[config.mk]
export PLATFORM = sky130hd
export DESIGN_NAME = regfile_wb_queue
export DESIGN_NICKNAME = d
export VERILOG_FILES = /design/src/rtl/regfile_wb_queue.sv
export SDC_FILE = /design/constraint.sdc
export NUM_CORES = 1
export LEC_CHECK = 0
export BUFFER_PORTS_ARGS = -buffer_cell sky130_fd_sc_hd__buf_2
export CAP_MARGIN = 15
export CELL_PAD_IN_SITES_DETAIL_PLACEMENT = 1
export CELL_PAD_IN_SITES_GLOBAL_PLACEMENT = 1
export CORE_MARGIN = 2
export CORE_UTILIZATION = 45
export CTS_BUF_LIST = sky130_fd_sc_hd__clkbuf_4 sky130_fd_sc_hd__clkbuf_8 sky130_fd_sc_hd__clkbuf_16
export DETAILED_ROUTE_END_ITERATION = 10
export GPL_TIMING_DRIVEN = 0
export PLACE_DENSITY_LB_ADDON = 0.05
export SLEW_MARGIN = 20
export SYNTH_ARGS = -nofsm -noshare
export SYNTH_HDL_FRONTEND = slang
export SYNTH_SLANG_ARGS = --single-unit
[constraint.sdc]
create_clock -name clk -period 3.8 [get_ports clk]
set_clock_uncertainty 0.1 [all_clocks]
set_input_delay 0.57 -clock clk [delete_from_list [all_inputs] [get_ports clk]]
set_output_delay 0.57 -clock clk [all_outputs]
set_load 0.03 [all_outputs]
[src/rtl/regfile_wb_queue.sv]
// rtl/regfile_wb_queue.sv - register-file write-back queue with load/ALU arbitration and forwarding lookup
module regfile_wb_queue #(
  parameter int DEPTH = 4
) (
  input  logic                     clk,
  input  logic                     rst_n,
  input  logic                     mem_valid,
  input  logic [4:0]               mem_rd,
  input  logic [31:0]              mem_data,
  output logic                     mem_ready,
  input  logic                     alu_valid,
  input  logic [4:0]               alu_rd,
  input  logic [31:0]              alu_data,
  output logic                     alu_ready,
  output logic                     RegWrite,
  output logic [4:0]               WriteRegister,
  output logic [31:0]              WriteData,
  input  logic [4:0]               lookup_reg,
  output logic                     lookup_hit,
  output logic [31:0]              lookup_data,
  output logic [$clog2(DEPTH):0]   count,
  output logic                     empty,
  output logic                     full
);

  localparam int PW = $clog2(DEPTH);
  localparam int CW = PW + 1;

  logic [4:0]    rd_mem   [DEPTH];
  logic [31:0]   data_mem [DEPTH];
  logic [PW-1:0] wr_ptr;
  logic [PW-1:0] rd_ptr;
  logic          push;
  logic          pop;
  logic [4:0]    push_rd;
  logic [31:0]   push_data;
  logic [PW-1:0] idx;

  assign full      = (count == CW'(DEPTH));
  assign empty     = (count == '0);
  // Readiness looks only at the current occupancy; a same-edge pop never frees a slot early.
  assign mem_ready = !full;
  assign alu_ready = !full && !mem_valid;
  assign push      = (mem_valid && mem_ready) || (alu_valid && alu_ready);
  assign push_rd   = mem_valid ? mem_rd : alu_rd;
  assign push_data = mem_valid ? mem_data : alu_data;
  assign pop       = !empty;

  // Storage is left uninitialised; entries are only meaningful between rd_ptr and count.
  always_ff @(posedge clk) begin
    if (push) begin
      rd_mem[wr_ptr]   <= push_rd;
      data_mem[wr_ptr] <= push_data;
    end
  end

  always_ff @(posedge clk or negedge rst_n) begin
    if (!rst_n) begin
      wr_ptr        <= '0;
      rd_ptr        <= '0;
      count         <= '0;
      RegWrite      <= 1'b0;
      WriteRegister <= '0;
      WriteData     <= '0;
    end else begin
      if (push) wr_ptr <= wr_ptr + PW'(1);
      if (pop) begin
        rd_ptr        <= rd_ptr + PW'(1);
        RegWrite      <= 1'b1;
        WriteRegister <= rd_mem[rd_ptr];
        WriteData     <= data_mem[rd_ptr];
      end else begin
        RegWrite <= 1'b0;
      end
      case ({push, pop})
        2'b10:   count <= count + CW'(1);
        2'b01:   count <= count - CW'(1);
        default: count <= count;
      endcase
    end
  end

  // Scan oldest to youngest so the last match wins; the output register is older than any queued entry.
  always_comb begin
    idx         = '0;
    lookup_hit  = RegWrite && (WriteRegister == lookup_reg);
    lookup_data = lookup_hit ? WriteData : '0;
    for (int i = 0; i < DEPTH; i++) begin
      idx = rd_ptr + PW'(i);
      if ((CW'(i) < count) && (rd_mem[idx] == lookup_reg)) begin
        lookup_hit  = 1'b1;
        lookup_data = data_mem[idx];
      end
    end
  end

endmodule

==> flow_summary.toml, run 1 <==
[synthesis]
syn_area_um2 = 12280
yosysTopAreaCellShare_pct = 36.19
synthTopCellsByCount = "edfxtp_1 (148), mux2i_1 (109), mux2_2 (102)"
synthTopCellsByArea = "edfxtp_1 (36%), mux2_2 (9.4%), dfrtp_1 (9.2%), mux2i_1 (8.9%), mux4_2 (2.8%)"
syn-num-nets = 1191
yosysSeqAreaShare_pct = 45.36
synth_top_flop_cell = "edfxtp_1"
yosysTopAreaCell = "edfxtp_1"
synthCells = 1099
ys_warn_count = 0
async_flop_share_pct = 23.32
synth_edf_count = 148
yosysMostFrequentCell = "edfxtp_1"
ys_types = 47
synth_seq_cells = 193
avgSynthCellArea_um2 = 11.17

[timing]
setup_viol = 33
relSlewSlack_pct = 31.38
finalCritPeriodShare_pct = 107.9
setup_tns_ps = -5078
rsz0062_at_grt = "true"
fmaxAchievable_mhz = 243.9
tightest_slew_ps = 1029
hold_viol = 0
finalCriticalPeriod_ps = 4100
slew_viol_final = 0
fin_ws_ps = -299.9

[floorplanning]
start_util_pct = 45.69
fp.dieH_um = 169.2
ioPinCount = 161
die_area_um2 = 28630
coreArea_um2 = 26880
rows = 60
dieWidth_um = 169.2

[setup_path]
worst_setup_path_start_kind = "input pin"
r2r-start = "rd_ptr[0]$_DFFE_PN0N_"
crit_arrival_ps = 3430
worstSetupPathType = "input pin to output pin"
cp_max_fo = 10
crit_path_end_kind = "output pin"
crit_path_start = "lookup_reg[4]"
r2r_slack_ps = 940
r2r-end = "rd_ptr[1]$_DFFE_PN0N_"
endpoint = "lookup_data[10]"
crit_required_ps = 3130
ff2ff_path_depth = 8

[finish]
syn_to_final_growth_pct = 31.69
layout.cells.non_filler = 1660
drive_above_1_share_pct = 47.31
fin_nets = 1398
antennaDiodeCount = 0

[global_route]
antenna_found_initial = 0
grt_pass1_vias = 11730
track_usage_pct = 34.52
grt_start_max_net_pins = 46
grt_pass1_wl_mm = 73.52
overflow = 0

[placement]
dp_hpwl_mm = 31.36
finalWeightedCongestion = 0.8880
placed_cells = 1595
portBuffers = 155

[pwr]
peakVddDrop_mv = 0.4268
clockPowerShare_pct = 11.0
p_int_uw = 7808
pwr-share-comb_pct = 66.6
switching_share_pct = 51.64
seq_power_share_pct = 22.4
leakage_uw = 0.005981
switchingPower_uw = 8337
total_power_uw = 16150
p_per_area_nw_per_um2 = 998.3

[clocking]
clockBufferDepth = 2
cts.sinks = 193
clk_pin_slew_ps = 80
postCtsHoldBufs = 0
clk_latency_ps = 450
cts_tree = "built"
clockRootBuffer = "clkbuf_16"
htreeDepth = 4
cts_made_buffers = 17

[route]
wire_per_inst_um = 30.53
routed_wl_mm = 50.68
drc = 0
antenna_left = 0
drtIter0Drc = 1214
firstDrtPassIters = 5
viasPerCell = 6.736
vias = 11182

[run_status]
violations = "negative setup slack"
status = "finished with violations"

[job]
cap_violations = 0

[hold_path]
hold_path.class = "input pin to asynchronous set/reset pin"
-- metrics by stage --
stage | worst slack (ps) | hold slack (ps) | utilization, % | instance area (µm²)
2_1_floorplan | 321.4 | 174.4 | - | 12280
3_3_place_gp | -404.7 | 395.3 | 50.17 | 13480
3_5_place_dp | -424.1 | 407.9 | 50.21 | 13500
4_1_cts | -170.9 | 114.2 | 57.99 | 15590
5_1_grt | -340.9 | 125.5 | 60.17 | 16170
6_report | -299.9 | 100.3 | 60.17 | 16170
-- cells in the final DEF (no fill, tap or decap), types with 8 or more instances in the layout --
cell type | synthesis | final
clkbuf_16 | 0 | 17
edfxtp_1 | 148 | 148
a211oi_1 | 43 | 13
dfrtp_1 | 45 | 45
buf_2 | 30 | 134
buf_4 | 6 | 68
clkbuf_4 | 0 | 11
xor2_1 | 12 | 10
nand2_1 | 89 | 86
a31oi_1 | 32 | 13
xnor2_1 | 15 | 12
nor3_1 | 34 | 15
nand3_1 | 33 | 32
a311oi_2 | 5 | 32
o31ai_1 | 32 | 30
a211oi_4 | 0 | 8
clkbuf_1 | 61 | 19
mux4_2 | 15 | 15
a31oi_2 | 0 | 17
nor2_1 | 41 | 40
nor3_2 | 0 | 17
nor4b_1 | 32 | 13
o21ai_0 | 67 | 64
o32ai_2 | 0 | 31
mux2i_1 | 109 | 108
ha_1 | 9 | 9
mux2_2 | 102 | 102
a211oi_2 | 3 | 25
buf_6 | 7 | 22
nor4b_2 | 0 | 15
inv_1 | 15 | 15
clkbuf_2 | 0 | 25
buf_12 | 0 | 9
-- worst min-delay path by stage --
stage,start,to,cells past startpoint
5_1_grt,rst_n,WriteData[18]$_DFFE_PN0N_,1
3_5_place_dp,WriteRegister[4]$_DFFE_PN0N_,WriteRegister[4]$_DFFE_PN0N_,2
2_1_floorplan,rst_n,RegWrite$_DFF_PN0_,0
6_report,rst_n,WriteData[18]$_DFFE_PN0N_,1
4_1_cts,rst_n,WriteData[18]$_DFFE_PN0N_,1
3_3_place_gp,WriteData[9]$_DFFE_PN0N_,WriteData[9]$_DFFE_PN0N_,2
-- kinds of logic (layout without fill, tap and decap cells) --
| logic type | count (synthesis) | in the layout | share of synthesized area, % |
|---|---|---|---|
| compound gates | 256 | 256 | 15.21 |
| mux | 226 | 226 | 20.99 |
| flops | 193 | 193 | 45.36 |
| buf+inv | 137 | 357 | 5.196 |
| simple gates | 249 | 249 | 10.14 |
| fa+ha+maj | 9 | 9 | 0.9170 |
| xor+xnor | 29 | 29 | 2.191 |
-- critical path: stages --
cell and delay, ps:
clkbuf_1 440, xor2_1 140, nor4_1 290, and3_1 570, clkbuf_2 570, a311oi_2 210
o32ai_2 400, buf_4 240
-- power by group through the flow --
stage / registers, µW / clock network, µW / logic [µW]
after CTS: 3590 / 1780 / 9920
after detailed placement: 3600 / 0 / 8520
after floorplan: 3900 / 0 / 5290
final: 3620 / 1780 / 10800
after global routing: 3690 / 1860 / 11100
after global placement: 3590 / 0 / 8350
-- registers in the layout, summed over array words and instances (netlist names) --
name	cells
rd_mem	20
WriteRegister	5
rd_ptr	2
WriteData	32
count	3
RegWrite	1
data_mem	128
wr_ptr	2
-- metal layers --
layer / global-route usage [%] / vias to the layer above / wire (µm)
li1: - / 4685 / -
met1: 44.07 / 5642 / 20310
met2: 56.02 / 698 / 24070
met3: 7.113 / 155 / 3943
met4: 17.09 / 2 / 2307
met5: 0 / - / 46
-- area by class of cell --
class	instances	area (µm²)
inverters	16	60.06
fillers	2758	10700
well taps	341	426.7
plain buffers	115	877.1
clock buffers	17	425.4
clock inverters	15	127.6
flip-flops and latches	193	5570
repair buffers	194	1315
multi-input cells	769	7370
-- timing repair --
item	in CTS	in global routing
buffers inserted	26	7
setup endpoints to repair	33	34
resized for setup	276	121
pin swaps	23	16
cloned	7	0
No activity file was read; power rests on OpenSTA's default activity.
==> inputs of run 2 (changes only) <==
--- a/config.mk
+++ b/config.mk
@@ -9,6 +9,7 @@
 export CAP_MARGIN = 15
 export CELL_PAD_IN_SITES_DETAIL_PLACEMENT = 1
 export CELL_PAD_IN_SITES_GLOBAL_PLACEMENT = 1
+export CORE_ASPECT_RATIO = 1.2
 export CORE_MARGIN = 2
 export CORE_UTILIZATION = 45
 export CTS_BUF_LIST = sky130_fd_sc_hd__clkbuf_4 sky130_fd_sc_hd__clkbuf_8 sky130_fd_sc_hd__clkbuf_16
==> run 2 against run 1 <==
  * The flow still finishes with violations (negative setup slack)
  * Worst hold slack worse by 17 ps
  * First-iteration DRC count shrank 29%
  * Clock-buffer cell count is the same
  * Cell area up 0.17%
  * Sequential cell count unchanged
  * Non-clock buffer count fell by 4
  * Combinational power about the same
  * Final cell count fell by 0.30%
  * Power is essentially flat
  * Core utilization fell by 0.18 points
  * Global-route usage shrank 1.7 points
  * Critical path type is now flip-flop to output pin
  * Critical endpoint is now lookup_data[23]
==> flow_summary.toml, run 2 (same netlist as run 1, synthesis figures left out) <==
[floorplanning]
start_util_pct = 45.48
rows = 66
ioPinCount = 161
coreArea_um2 = 27000
fp.dieH_um = 185.0
dieWidth_um = 154.8
die_area_um2 = 28630

[global_route]
track_usage_pct = 32.81
grt_start_max_net_pins = 46
grt_pass1_vias = 11528
antenna_found_initial = 0
grt_pass1_wl_mm = 69.57
overflow = 0

[job]
cap_violations = 0

[finish]
final_common_cell = "edfxtp_1"
final_cell_mix = "edfxtp_1 (148), buf_2 (140), mux2i_1 (104)"
drive_above_1_share_pct = 46.92
antennaDiodeCount = 0
final_area_um2 = 16200
max_flop_register = "data_mem"
fin_nets = 1394
syn_to_final_growth_pct = 31.91
reg_top3 = "data_mem x128, WriteData x32, rd_mem x20"
layout.cells.non_filler = 1655
largest_reg_flops = 128

[pwr]
switchingPower_uw = 8247
peakVddDrop_mv = 0.7473
seq_power_share_pct = 22.6
pwr-share-comb_pct = 65.8
total_power_uw = 16150
p_int_uw = 7905
leakage_uw = 0.005995
clockPowerShare_pct = 11.6
p_per_area_nw_per_um2 = 997.0
switching_share_pct = 51.06

[clocking]
clockBufferDepth = 2
cts_made_buffers = 17
htreeDepth = 4
clk_latency_ps = 460
cts.sinks = 193
clk_pin_slew_ps = 80
cts_tree = "built"
clockRootBuffer = "clkbuf_16"
postCtsHoldBufs = 0

[timing]
slew_viol_final = 0
finalCriticalPeriod_ps = 4044
fin_ws_ps = -244.1
setup_tns_ps = -5486
fmaxAchievable_mhz = 247.3
finalCritPeriodShare_pct = 106.4
hold_viol = 0
relSlewSlack_pct = 36.81
rsz0062_at_grt = "true"
tightest_slew_ps = 947.9
setup_viol = 32

[route]
drtIter0Drc = 863
wire_per_inst_um = 29.34
antenna_left = 0
viasPerCell = 6.654
firstDrtPassIters = 5
routed_wl_mm = 48.56
vias = 11012
drc = 0

[setup_path]
cp_top_family = "buffers and inverters"
r2r-start = "rd_ptr[0]$_DFFE_PN0N_"
slowest_stage = "nor4b_1"
cp_common_cell = "buf_4"
cp_max_fo = 10
crit_arrival_ps = 3370
crit_required_ps = 3130
worst_setup_path_start_kind = "flip-flop"
slowest_delay_ps = 510
r2r-end = "rd_ptr[1]$_DFFE_PN0N_"
ff2ff_path_depth = 8
r2r_slack_ps = 1160
worstSetupPathType = "flip-flop to output pin"
crit_path_end_kind = "output pin"
crit_buf_inv = 6
path_cells = "buf_8, buf_12, buf_6, or2_2, mux2i_4, o21ai_2, buf_4, buf_2, nor4b_1, a211oi_2, o32ai_2, buf_4"

[hold_path]
hold_path.class = "input pin to asynchronous set/reset pin"

[placement]
portBuffers = 155
dp_hpwl_mm = 30.93
post_dp_cell_area_um2 = 13490
finalWeightedCongestion = 0.8867
placed_cells = 1594
post-place-ws_ps = -344.8

[run_status]
violations = "negative setup slack"
status = "finished with violations"
[run 2: changes by cell type in the layout (fill, tap and decap cells not counted), moves of 5 or more]
cell      delta
o31ai_2     +10
nor3_2      -13
buf_2        +6
o31ai_1     -11
nor3_1      +15
clkbuf_4     -8
buf_6        -7
buf_4        +5
nor4b_1      -7
[run 2: cell type report]
class | instances | area, µm²
Fill cell | 2807 | 10800
Clock buffer | 17 | 425.4
Tap cell | 340 | 425.4
Sequential cell | 193 | 5570
Clock inverter | 15 | 168.9
Inverter | 16 | 63.81
Multi-Input combinational cell | 769 | 7398
Timing Repair Buffer | 185 | 1210
Buffer | 120 | 937.1
[run 2: per-layer routing]
metal	global-route usage, %	up-vias	routed length, µm
li1	-	4689	-
met1	40.18	5585	19040
met2	55.70	567	24130
met3	5.896	171	3094
met4	16.41	0	2295
met5	1.764	-	0
[run 2: power by group through the flow]
| stage | Clock (µW) | Combinational, µW | Sequential (µW) |
|---|---|---|---|
| 4_1_cts | 1870 | 9560 | 3590 |
| 5_1_grt | 1940 | 11100 | 3710 |
| 3_5_place_dp | 0 | 8430 | 3620 |
| 2_1_floorplan | 0 | 5290 | 3900 |
| 3_3_place_gp | 0 | 8270 | 3600 |
| 6_report | 1870 | 10600 | 3650 |
[run 2: how the worst max path moves through the flow]
stage                           end  slack (ps)  cells after the start                  start
floorplan           lookup_data[10]         320                     10  rd_ptr[0]$_DFFE_PN0N_
global placement    lookup_data[20]        -350                      9          lookup_reg[4]
detailed placement  lookup_data[20]        -340                      9          lookup_reg[4]
CTS                 lookup_data[20]        -180                     11  rd_ptr[0]$_DFFE_PN0N_
global route         lookup_data[1]        -280                     12  rd_ptr[0]$_DFFE_PN0N_
finish              lookup_data[23]        -240                     12  rd_ptr[0]$_DFFE_PN0N_
[run 2: worst reg2reg max path, stage by stage, from the launching register on]
cell and delay, ps:
dfrtp_1 380, buf_8 170, buf_12 140, buf_6 140
clkbuf_2 290, clkbuf_1 520, buf_2 510, nand2_1 130
xnor2_1 140
[run 2: through the flow]
stage | utilization [%] | hold WS [ps]
after floorplan | - | 174.4
final | 59.99 | 83.46
after global routing | 59.99 | 108.9
after global placement | 49.93 | 391.0
after detailed placement | 49.97 | 397.6
after CTS | 56.32 | 94.82
[run 2: repair_timing]
| item | CTS | global route |
|---|---|---|
| gates resized for setup | 226 | 179 |
| gates cloned | 2 | 4 |
| buffers inserted | 21 | 4 |
| pin swaps | 18 | 26 |
| setup endpoints to repair | 33 | 34 |
